$ cat config.mk
export PLATFORM = sky130hd
export DESIGN_NAME = keypad_scan_ctrl_flat
export DESIGN_NICKNAME = d
export VERILOG_FILES = /design/src/rtl/keypad_scan_ctrl_if.sv /design/src/rtl/keypad_scan_ctrl.sv /design/src/flat_wrapper.sv
export SDC_FILE = /design/constraint.sdc
export NUM_CORES = 1
export LEC_CHECK = 0
export ABC_AREA = 1
export CAP_MARGIN = 25
export CORE_UTILIZATION = 57
export CTS_CLUSTER_DIAMETER = 120
export CTS_CLUSTER_SIZE = 28
export DETAILED_ROUTE_END_ITERATION = 8
export HOLD_SLACK_MARGIN = 0.06
export PLACE_DENSITY_LB_ADDON = 0.05
export SYNTH_ARGS = -nofsm -noshare
export SYNTH_HDL_FRONTEND = slang
export SYNTH_SLANG_ARGS = --single-unit
$ cat constraint.sdc
create_clock -name clk -period 1.9 [get_ports clk]
set_input_delay 0.38 -clock clk [delete_from_list [all_inputs] [get_ports clk]]
set_output_delay 0.38 -clock clk [all_outputs]
set_load 0.03 [all_outputs]
$ cat src/rtl/keypad_scan_ctrl_if.sv
// Key event bus from the keypad scanner to downstream key consumers.
interface keypad_scan_ctrl_if;
    logic [3:0] key_code;
    logic       key_valid;
    logic       key_held;

    modport master (
        output key_code,
        output key_valid,
        output key_held
    );

    modport slave (
        input key_code,
        input key_valid,
        input key_held
    );
endinterface

$ cat src/rtl/keypad_scan_ctrl.sv
// 4x4 keypad scan controller: walks the columns, samples synchronised rows,
// classifies each full frame and debounces frame results into key events.
module keypad_scan_ctrl #(
    parameter int unsigned CLK_DIV  = 1000,
    parameter int unsigned DEBOUNCE = 4
) (
    input  logic                      clk,
    input  logic                      rst,
    input  logic                      i_scan_en,
    input  logic [3:0]                i_row_n,
    output logic [3:0]                o_col_n,
    keypad_scan_ctrl_if.master        key_if
);

    localparam int unsigned DIV_W = (CLK_DIV > 1) ? $clog2(CLK_DIV) : 1;
    localparam int unsigned STB_W = $clog2(DEBOUNCE + 1);
    localparam logic [DIV_W-1:0] DIV_LAST = DIV_W'(CLK_DIV - 1);
    localparam logic [STB_W-1:0] STB_MAX  = STB_W'(DEBOUNCE);

    typedef enum logic {
        ST_OFF  = 1'b0,
        ST_SCAN = 1'b1
    } scan_state_e;

    typedef enum logic [1:0] {
        RES_NONE  = 2'd0,
        RES_ONE   = 2'd1,
        RES_MULTI = 2'd2
    } res_e;

    scan_state_e      r_state,      w_nxt_state;
    logic [DIV_W-1:0] r_div_cnt,    w_nxt_div_cnt;
    logic [1:0]       r_col_idx,    w_nxt_col_idx;
    logic [1:0]       r_hit_cnt,    w_nxt_hit_cnt;
    logic [3:0]       r_first_code, w_nxt_first_code;
    res_e             r_prev_res,   w_nxt_prev_res;
    logic [3:0]       r_prev_code,  w_nxt_prev_code;
    logic [STB_W-1:0] r_stable,     w_nxt_stable;
    logic [3:0]       r_key_code,   w_nxt_key_code;
    logic             r_key_valid,  w_nxt_key_valid;
    logic             r_key_held,   w_nxt_key_held;
    logic [3:0]       r_col_n,      w_nxt_col_n;
    logic [3:0]       r_row_s1;
    logic [3:0]       r_row_s2;

    logic [3:0]       w_hits;
    logic             w_one_row;
    logic             w_multi_row;
    logic [1:0]       w_row_idx;
    logic [1:0]       w_acc_cnt;
    logic [3:0]       w_acc_code;
    res_e             w_res;
    logic             w_same;
    logic [STB_W-1:0] w_stable_upd;
    logic             w_settled;

    assign o_col_n          = r_col_n;
    assign key_if.key_code  = r_key_code;
    assign key_if.key_valid = r_key_valid;
    assign key_if.key_held  = r_key_held;

    // Two-flop synchroniser for the asynchronous row lines.
    always_ff @(posedge clk) begin
        if (rst) begin
            r_row_s1 <= 4'b1111;
            r_row_s2 <= 4'b1111;
        end else begin
            r_row_s1 <= i_row_n;
            r_row_s2 <= r_row_s1;
        end
    end

    // Classify the current column sample and fold it into the frame accumulator.
    always_comb begin
        w_hits      = ~r_row_s2;
        w_one_row   = (w_hits != 4'd0) && ((w_hits & (w_hits - 4'd1)) == 4'd0);
        w_multi_row = (w_hits != 4'd0) && !w_one_row;
        w_acc_cnt   = r_hit_cnt;
        w_acc_code  = r_first_code;
        case (w_hits)
            4'b0010: w_row_idx = 2'd1;
            4'b0100: w_row_idx = 2'd2;
            4'b1000: w_row_idx = 2'd3;
            default: w_row_idx = 2'd0;
        endcase
        if (w_multi_row) begin
            w_acc_cnt = 2'd2;
        end else if (w_one_row) begin
            if (r_hit_cnt == 2'd0) begin
                w_acc_cnt  = 2'd1;
                w_acc_code = {w_row_idx, r_col_idx};
            end else begin
                w_acc_cnt = 2'd2;
            end
        end
    end

    // Frame result and the debounce count it would produce at frame end.
    always_comb begin
        if (w_acc_cnt == 2'd0) begin
            w_res = RES_NONE;
        end else if (w_acc_cnt == 2'd1) begin
            w_res = RES_ONE;
        end else begin
            w_res = RES_MULTI;
        end
        w_same = (w_res == r_prev_res) && ((w_res != RES_ONE) || (w_acc_code == r_prev_code));
        if (!w_same) begin
            w_stable_upd = STB_W'(1);
        end else if (r_stable == STB_MAX) begin
            w_stable_upd = r_stable;
        end else begin
            w_stable_upd = r_stable + STB_W'(1);
        end
        w_settled = (w_stable_upd == STB_MAX);
    end

    // Scan sequencing, frame-end debounce and key acceptance.
    always_comb begin
        w_nxt_state      = r_state;
        w_nxt_div_cnt    = r_div_cnt;
        w_nxt_col_idx    = r_col_idx;
        w_nxt_hit_cnt    = r_hit_cnt;
        w_nxt_first_code = r_first_code;
        w_nxt_prev_res   = r_prev_res;
        w_nxt_prev_code  = r_prev_code;
        w_nxt_stable     = r_stable;
        w_nxt_key_code   = r_key_code;
        w_nxt_key_held   = r_key_held;
        w_nxt_key_valid  = 1'b0;
        w_nxt_col_n      = 4'b1111;

        case (r_state)
            ST_OFF: begin
                if (i_scan_en) begin
                    w_nxt_state = ST_SCAN;
                    w_nxt_col_n = 4'b1110;
                end
            end
            ST_SCAN: begin
                if (!i_scan_en) begin
                    w_nxt_state      = ST_OFF;
                    w_nxt_div_cnt    = '0;
                    w_nxt_col_idx    = 2'd0;
                    w_nxt_hit_cnt    = 2'd0;
                    w_nxt_first_code = 4'd0;
                end else begin
                    if (r_div_cnt == DIV_LAST) begin
                        w_nxt_div_cnt = '0;
                        w_nxt_col_idx = r_col_idx + 2'd1;
                        if (r_col_idx == 2'd3) begin
                            w_nxt_hit_cnt    = 2'd0;
                            w_nxt_first_code = 4'd0;
                            w_nxt_stable     = w_stable_upd;
                            if (!w_same) begin
                                w_nxt_prev_res  = w_res;
                                w_nxt_prev_code = w_acc_code;
                            end
                            if (w_settled && (w_res == RES_ONE) && !r_key_held) begin
                                w_nxt_key_code  = w_acc_code;
                                w_nxt_key_held  = 1'b1;
                                w_nxt_key_valid = 1'b1;
                            end else if (w_settled && (w_res == RES_NONE) && r_key_held) begin
                                w_nxt_key_held = 1'b0;
                            end
                        end else begin
                            w_nxt_hit_cnt    = w_acc_cnt;
                            w_nxt_first_code = w_acc_code;
                        end
                    end else begin
                        w_nxt_div_cnt = r_div_cnt + DIV_W'(1);
                    end
                    w_nxt_col_n = ~(4'b0001 << w_nxt_col_idx);
                end
            end
            default: begin
                w_nxt_state = ST_OFF;
            end
        endcase
    end

    // State register; reset overrides every other update.
    always_ff @(posedge clk) begin
        if (rst) begin
            r_state      <= ST_OFF;
            r_div_cnt    <= '0;
            r_col_idx    <= 2'd0;
            r_hit_cnt    <= 2'd0;
            r_first_code <= 4'd0;
            r_prev_res   <= RES_NONE;
            r_prev_code  <= 4'd0;
            r_stable     <= '0;
            r_key_code   <= 4'd0;
            r_key_valid  <= 1'b0;
            r_key_held   <= 1'b0;
            r_col_n      <= 4'b1111;
        end else begin
            r_state      <= w_nxt_state;
            r_div_cnt    <= w_nxt_div_cnt;
            r_col_idx    <= w_nxt_col_idx;
            r_hit_cnt    <= w_nxt_hit_cnt;
            r_first_code <= w_nxt_first_code;
            r_prev_res   <= w_nxt_prev_res;
            r_prev_code  <= w_nxt_prev_code;
            r_stable     <= w_nxt_stable;
            r_key_code   <= w_nxt_key_code;
            r_key_valid  <= w_nxt_key_valid;
            r_key_held   <= w_nxt_key_held;
            r_col_n      <= w_nxt_col_n;
        end
    end

endmodule
$ cat src/flat_wrapper.sv
// flat-port wrapper written by rule: the top's interface ports become plain ports
module keypad_scan_ctrl_flat 
#(
    parameter int unsigned CLK_DIV  = 1000,
    parameter int unsigned DEBOUNCE = 4
)
  (clk, rst, i_scan_en, i_row_n, o_col_n, key_if_key_code, key_if_key_valid, key_if_key_held);
  keypad_scan_ctrl_if key_if_i ();
  input  logic clk;
  input  logic rst;
  input  logic i_scan_en;
  input  logic [3:0] i_row_n;
  output logic [3:0] o_col_n;
  output wire logic [$bits(key_if_i.key_code)-1:0] key_if_key_code;
  output wire logic [$bits(key_if_i.key_valid)-1:0] key_if_key_valid;
  output wire logic [$bits(key_if_i.key_held)-1:0] key_if_key_held;
  assign key_if_key_code = key_if_i.key_code;
  assign key_if_key_valid = key_if_i.key_valid;
  assign key_if_key_held = key_if_i.key_held;
  keypad_scan_ctrl #(.CLK_DIV(CLK_DIV), .DEBOUNCE(DEBOUNCE)) u_core (.clk(clk), .rst(rst), .i_scan_en(i_scan_en), .i_row_n(i_row_n), .o_col_n(o_col_n), .key_if(key_if_i));
endmodule
* Word-level counts from Yosys, hierarchy flattened *
Cells that the tools add are included.
W data, S select, Z words.

cells by class
  reductions and logical operators = 22
  bitwise operators = 8
  equal/unequal tests = 13
  add/subtract/negate cells = 4
  shifts and indexed selects = 1
  multiplexer cells = 30

operators by type and width
  kind                     count
  $mux W4                  7
  $mux W2                  12
  $mux W10                 2
  $reduce_and A5 Y1        3
  $add A10 B1 Y10 const B  1
  $eq A10 B10 Y1 const B   1
  $not A4 Y4               2
  $pmux W4 S2              1
  $logic_and A1 B1 Y1      7
  $eq A3 B3 Y1 const B     2
  $logic_not A2 Y1         3
  $mux W3                  2
  $pmux W2 S3              1
  $mux W1                  5
  $not A1 Y1               5
  $reduce_or A5 Y1         1
  $and A4 B4 Y4            1
  $eq A2 B1 Y1 const B     2
  $eq A4 B2 Y1 const B     1
  $eq A4 B3 Y1 const B     1
  $eq A4 B4 Y1             1
  $eq A4 B4 Y1 const B     1
  $logic_not A4 Y1         1
  $ne A2 B1 Y1 const B     2
  other kinds (12)         13

word-level totals
  input port bits = 7
  output and inout port bits = 10
  flip-flop bits (word level) = 46
  word-level logic and storage cells = 92

* Longest topological paths before layout *
Gate-level depths: netlist of the first run.

  depth after elaboration = 20
  mapped depth = 19
  gate-level depth less buffers = 19

* Worst setup path before layout of the first run *
No wires, ideal clock.

  path kind = flip-flop to flip-flop
  from = reg u_core.r_row_s2[1]
  to = reg u_core.r_key_code[0], in the netlist u_core.key_if.key_code[0]
  library setup time = 0.113 ns
  arrival time = 1.603 ns
  cell stages (with the launch flop) = 18
  required time = 1.787 ns
  clock period less this slack = 1.717 ns
  path slack = 0.183 ns
  buffers on the path = 0
  cells stage by stage = dfxtp_1 nand2_2 nor2_4 inv_2 nand2_4 nand2_1 nand2_1 nand2_1 nand2_1 nand2_1 inv_1 nand2_1 nand2_2 nand3_1 nor2_2 nand3_1 nand2_1 nor2_1

between the ends
  longest elaborated chain between the ends = 19
  elaborated cells on any way between the ends = 32
  classes of those cells = add/sub (1); eq/ne (9); mux (9); bitwise (2); reduce/logical (11)

ends and longest elaborated chain
  element                             line                     source
  start: declaration                  keypad_scan_ctrl.sv:44   logic [3:0] r_row_s2;
  start signal: assignment            keypad_scan_ctrl.sv:69   r_row_s2 <= r_row_s1;
  $not A4 Y4 (*)                      keypad_scan_ctrl.sv:75   w_hits = ~r_row_s2;
  $sub A4 B1 Y4                       keypad_scan_ctrl.sv:76   w_one_row = (w_hits != 4'd0) && ((w_hits & (w_hits - 4'd1)) == 4'd0);
  $and A4 B4 Y4                       keypad_scan_ctrl.sv:76
  $logic_not A4 Y1                    keypad_scan_ctrl.sv:76
  $logic_and A1 B1 Y1                 keypad_scan_ctrl.sv:76
  $logic_not A1 Y1                    keypad_scan_ctrl.sv:77   w_multi_row = (w_hits != 4'd0) && !w_one_row;
  $logic_and A1 B1 Y1                 keypad_scan_ctrl.sv:77
  $mux W2                             keypad_scan_ctrl.sv:86   if (w_multi_row) begin
  [... 2 more ...]                    -
  $mux W2                             keypad_scan_ctrl.sv:100  if (w_acc_cnt == 2'd0) begin
  $ne A2 B1 Y1                        keypad_scan_ctrl.sv:107  w_same = (w_res == r_prev_res) && ((w_res != RES_ONE) || (w_acc_code == r_prev_code));
  $logic_or A1 B1 Y1                  keypad_scan_ctrl.sv:107
  $logic_and A1 B1 Y1                 keypad_scan_ctrl.sv:107
  $mux W3                             keypad_scan_ctrl.sv:108  if (!w_same) begin
  $eq A3 B3 Y1                        keypad_scan_ctrl.sv:115  w_settled = (w_stable_upd == STB_MAX);
  $logic_and A1 B1 Y1 (2 in a row)    keypad_scan_ctrl.sv:159  if (w_settled && (w_res == RES_ONE) && !r_key_held) begin
  $reduce_and A5 Y1 (no source line)  -
  end signal: assignment              keypad_scan_ctrl.sv:206  r_key_code <= w_nxt_key_code;
  end: declaration                    keypad_scan_ctrl.sv:39   logic [3:0] r_key_code, w_nxt_key_code;

Mark *: on every way between the ends. The rest lies on a longest branch, timed or not.
A chain may end at the register's enable or synchronous reset.

* Worst setup path in the final report of the first run *
  from = reg u_core.r_row_s2[0]
  to = reg u_core.r_key_code[2], in the netlist u_core.key_if.key_code[2]

Same word-level chain as after synthesis.

==> results of run 1 <==
-- per-stage QoR --
stage	setup TNS, ns	cells	instance area [sq um]	setup WS (ns)	util
6_report	-0.157	395	2830	-0.0438	0.768
5_1_grt	-2.50	395	2830	-0.222	0.768
4_1_cts	0	392	2730	0.00139	0.739
3_5_place_dp	-0.235	383	2560	-0.0543	0.695
3_3_place_gp	0	383	2560	0.00882	0.695
2_1_floorplan	0	303	2210	0.183	-
-- logic make-up after synthesis --
family / count (synthesis) / synth area share
AO/OA/AOI/OAI: 36 / 0.106
XOR/XNOR: 5 / 0.0198
adder cells (fa/ha/maj): 4 / 0.0227
buffers and inverters: 54 / 0.0923
flip-flops: 46 / 0.417
AND/OR/NAND/NOR: 158 / 0.343
-- Yosys cell counts, types with 3 or more instances --
library cell / instances / area, sq um
nand4_1: 3 / 18.8
or2_2: 8 / 50.1
nand2_4: 3 / 33.8
nor2_1: 29 / 109
inv_2: 5 / 18.8
o22ai_1: 8 / 50.1
ha_1: 4 / 50.1
dfxtp_1: 46 / 921
xor2_1: 4 / 35.0
clkbuf_1: 3 / 11.3
nand2_2: 8 / 50.1
nand2_1: 67 / 251
inv_1: 45 / 169
nand3_1: 24 / 120
o21ai_0: 9 / 45.0
nor2_2: 3 / 18.8
nor3_1: 5 / 25.0
a21oi_1: 10 / 50.1
-- layout make-up --
type,instances,area share
Multi-Input combinational cell,204,0.423
Sequential cell,46,0.330
Clock inverter,2,0.0132
Inverter,50,0.0689
Clock buffer,6,0.0256
Timing Repair Buffer,39,0.117
Tap cell,48,0.0212
-- state kept, by name, summed over array words and instances, names as in the netlist, 2 cells and up --
name	flops
u_core.r_stable	3
u_core.r_prev_code	4
u_core.r_hit_cnt	2
u_core.r_row_s2	4
u_core.key_if.key_code	4
u_core.r_first_code	4
u_core.r_row_s1	4
u_core.r_col_idx	2
u_core.o_col_n	4
u_core.r_prev_res	2
u_core.r_div_cnt	10
-- final timing paths --
check                              endpoint  slack (ns)               start  depth (start not counted)
setup / recovery  u_core.key_if.key_code[2]       -0.04  u_core.r_row_s2[0]                         17
hold / removal           u_core.r_row_s2[3]        0.41  u_core.r_row_s1[3]                          1
setup reg to reg  u_core.key_if.key_code[2]       -0.04  u_core.r_row_s2[0]                         17
hold reg to reg          u_core.r_row_s2[3]        0.41  u_core.r_row_s1[3]                          1
-- routing by layer --
metal / vias up / wire (um)
met5: - / 0
met4: 0 / 102
met3: 7 / 206
met2: 33 / 2340
met1: 944 / 2040
li1: 1054 / -
-- worst max-delay path: stages (launching register included) --
cell	delay [ns]
dfxtp_2	0.37
inv_1	0.06
nand2_1	0.07
nand2_2	0.06
nand2_4	0.13
nand3_1	0.16
nand2_2	0.12
nand2_1	0.06
nand2_1	0.05
nand2_1	0.06
inv_1	0.05
nand2_1	0.06
nand2_2	0.12
nand3_4	0.09
nor2_4	0.16
nand3_1	0.10
nand2_1	0.08
nor2_1	0.04
-- power by group through the flow --
stage / clock, mW / combinational (mW) / sequential [mW]
2_1_floorplan: 0 / 0.137 / 1.00
3_3_place_gp: 0 / 0.205 / 1.00
3_5_place_dp: 0 / 0.210 / 1.00
4_1_cts: 0.734 / 0.219 / 0.983
5_1_grt: 0.771 / 0.261 / 0.983
6_report: 0.723 / 0.240 / 0.981
-- timing repair --
| action | CTS | global route |
|---|---|---|
| pin swaps | 8 | 8 |
| gates cloned | 1 | 0 |
| gates resized for setup | 15 | 25 |
| endpoints found under the setup margin | 6 | 14 |
| setup buffers | 0 | 3 |
==> results.yml, run 1 <==
global_routing:
  gr-usage-all-layers: 0.243
  grt_pass1_wl_um: 7840
  grt_pass1_vias: 1891
  grt_max_degree: 15
  antenna_found_initial: 0
  grt-busiest-layer: "met2"
  met1_usage: 0.292
  use_met3: 0.0554
  grt-ovfl-total: 0
  grt_use_met2: 0.409
detailed_routing:
  viasPerCell: 5.16
  drc: 0
  vias: 2038
  wl_um: 4690
  wl_per_cell_um: 11.9
  firstDrtPassIters: 5
  detail-route-antenna-nets: 0
  dr.first_iter.drc_count: 91
clocking:
  clockBufferDepth: 2
  cts_tree: "done"
  cts.clk_slew.worst_paths_ns: 0.09
  cts_buffers: 5
  cts_hold_buffers: 0
  cts-root-buf: "clkbuf_8"
  clock_latency_ns: 0.30
  clock_sink_count: 46
  h-tree-depth: 2
yosys:
  ys_ff_latch: 46
  async_flop_share: 0
  synth_area_per_cell_sq_um: 7.29
  synthCells: 303
  synthesis.area_sq_um: 2210
  synth.distinct_cells: 35
  synth_flop_cell: "dfxtp_1"
  synth-seq-area-share: 0.417
  synth_nets: 314
  yosys_warnings: 0
  synth_edf_count: 0
timing:
  fin_hold_ws_ns: 0.415
  rsz0062_at_grt: "yes"
  period_needed_ns: 1.94
  final_max_slew_viol_count: 0
  hold_viol: 0
  skew_ns: 0.0101
  setup_viol: 8
  tightest_slew_ns: 0.406
  setup_slack_ns: -0.0438
  maxSlewHeadroom: 0.729
  max_freq_mhz: 514
  period_share: 1.02
floorplan:
  start_util: 0.599
  pin_count: 17
  rows: 22
  die_h_um: 64.3
  dieWidth_um: 64.3
  coreArea_sq_um: 3690
  die_area_sq_um: 4130
setup_path:
  worstPathMaxFanout: 6
  arrival_ns: 2.15
  critPathLaunchType: "flop"
  worstSetupPathType: "flop to flop"
  end_kind: "flop"
  cp.required_ns: 2.10
final_layout:
  layout_common_cells: "nand2_1, inv_1, dfxtp_1"
  layout_commonest_cell: "nand2_1"
  register_area_sq_um: 936
  multi_input_comb_area_sq_um: 1200
  nNetsFinal: 357
  num-fill-cells: 295
  drive_gt1_frac: 0.265
  syn_to_final_growth_pct: 28.3
  diodes: 0
place:
  dpl.hpwl_um: 3310
  port_buffers: 16
  routabilityCongestion: 0.827
power:
  pwr-share-clk: 0.372
  p_switching_mw: 0.484
  power.leakage_nw: 1.23
  seq_power_share: 0.505
  power_density_nw_per_um2: 686
  p_total_mw: 1.94
  vdd_drop_max_mv: 0.392
  switching_share: 0.249
  p_int_mw: 1.46
  power_frac_comb: 0.124
min_path:
  hp-class: "flop to flop"
run_status:
  violations: "negative setup slack"
  status: "complete, but fails checks"
job:
  maxCapViolCount: 0
Note: power is estimated with default switching activity, not from simulation.
==> inputs of run 2 (changes only) <==
GPL_ROUTABILITY_DRIVEN = 1   (was unset)
==> results of run 2 <==
The final DEF is identical to that of run 1; final timing and power are the same.
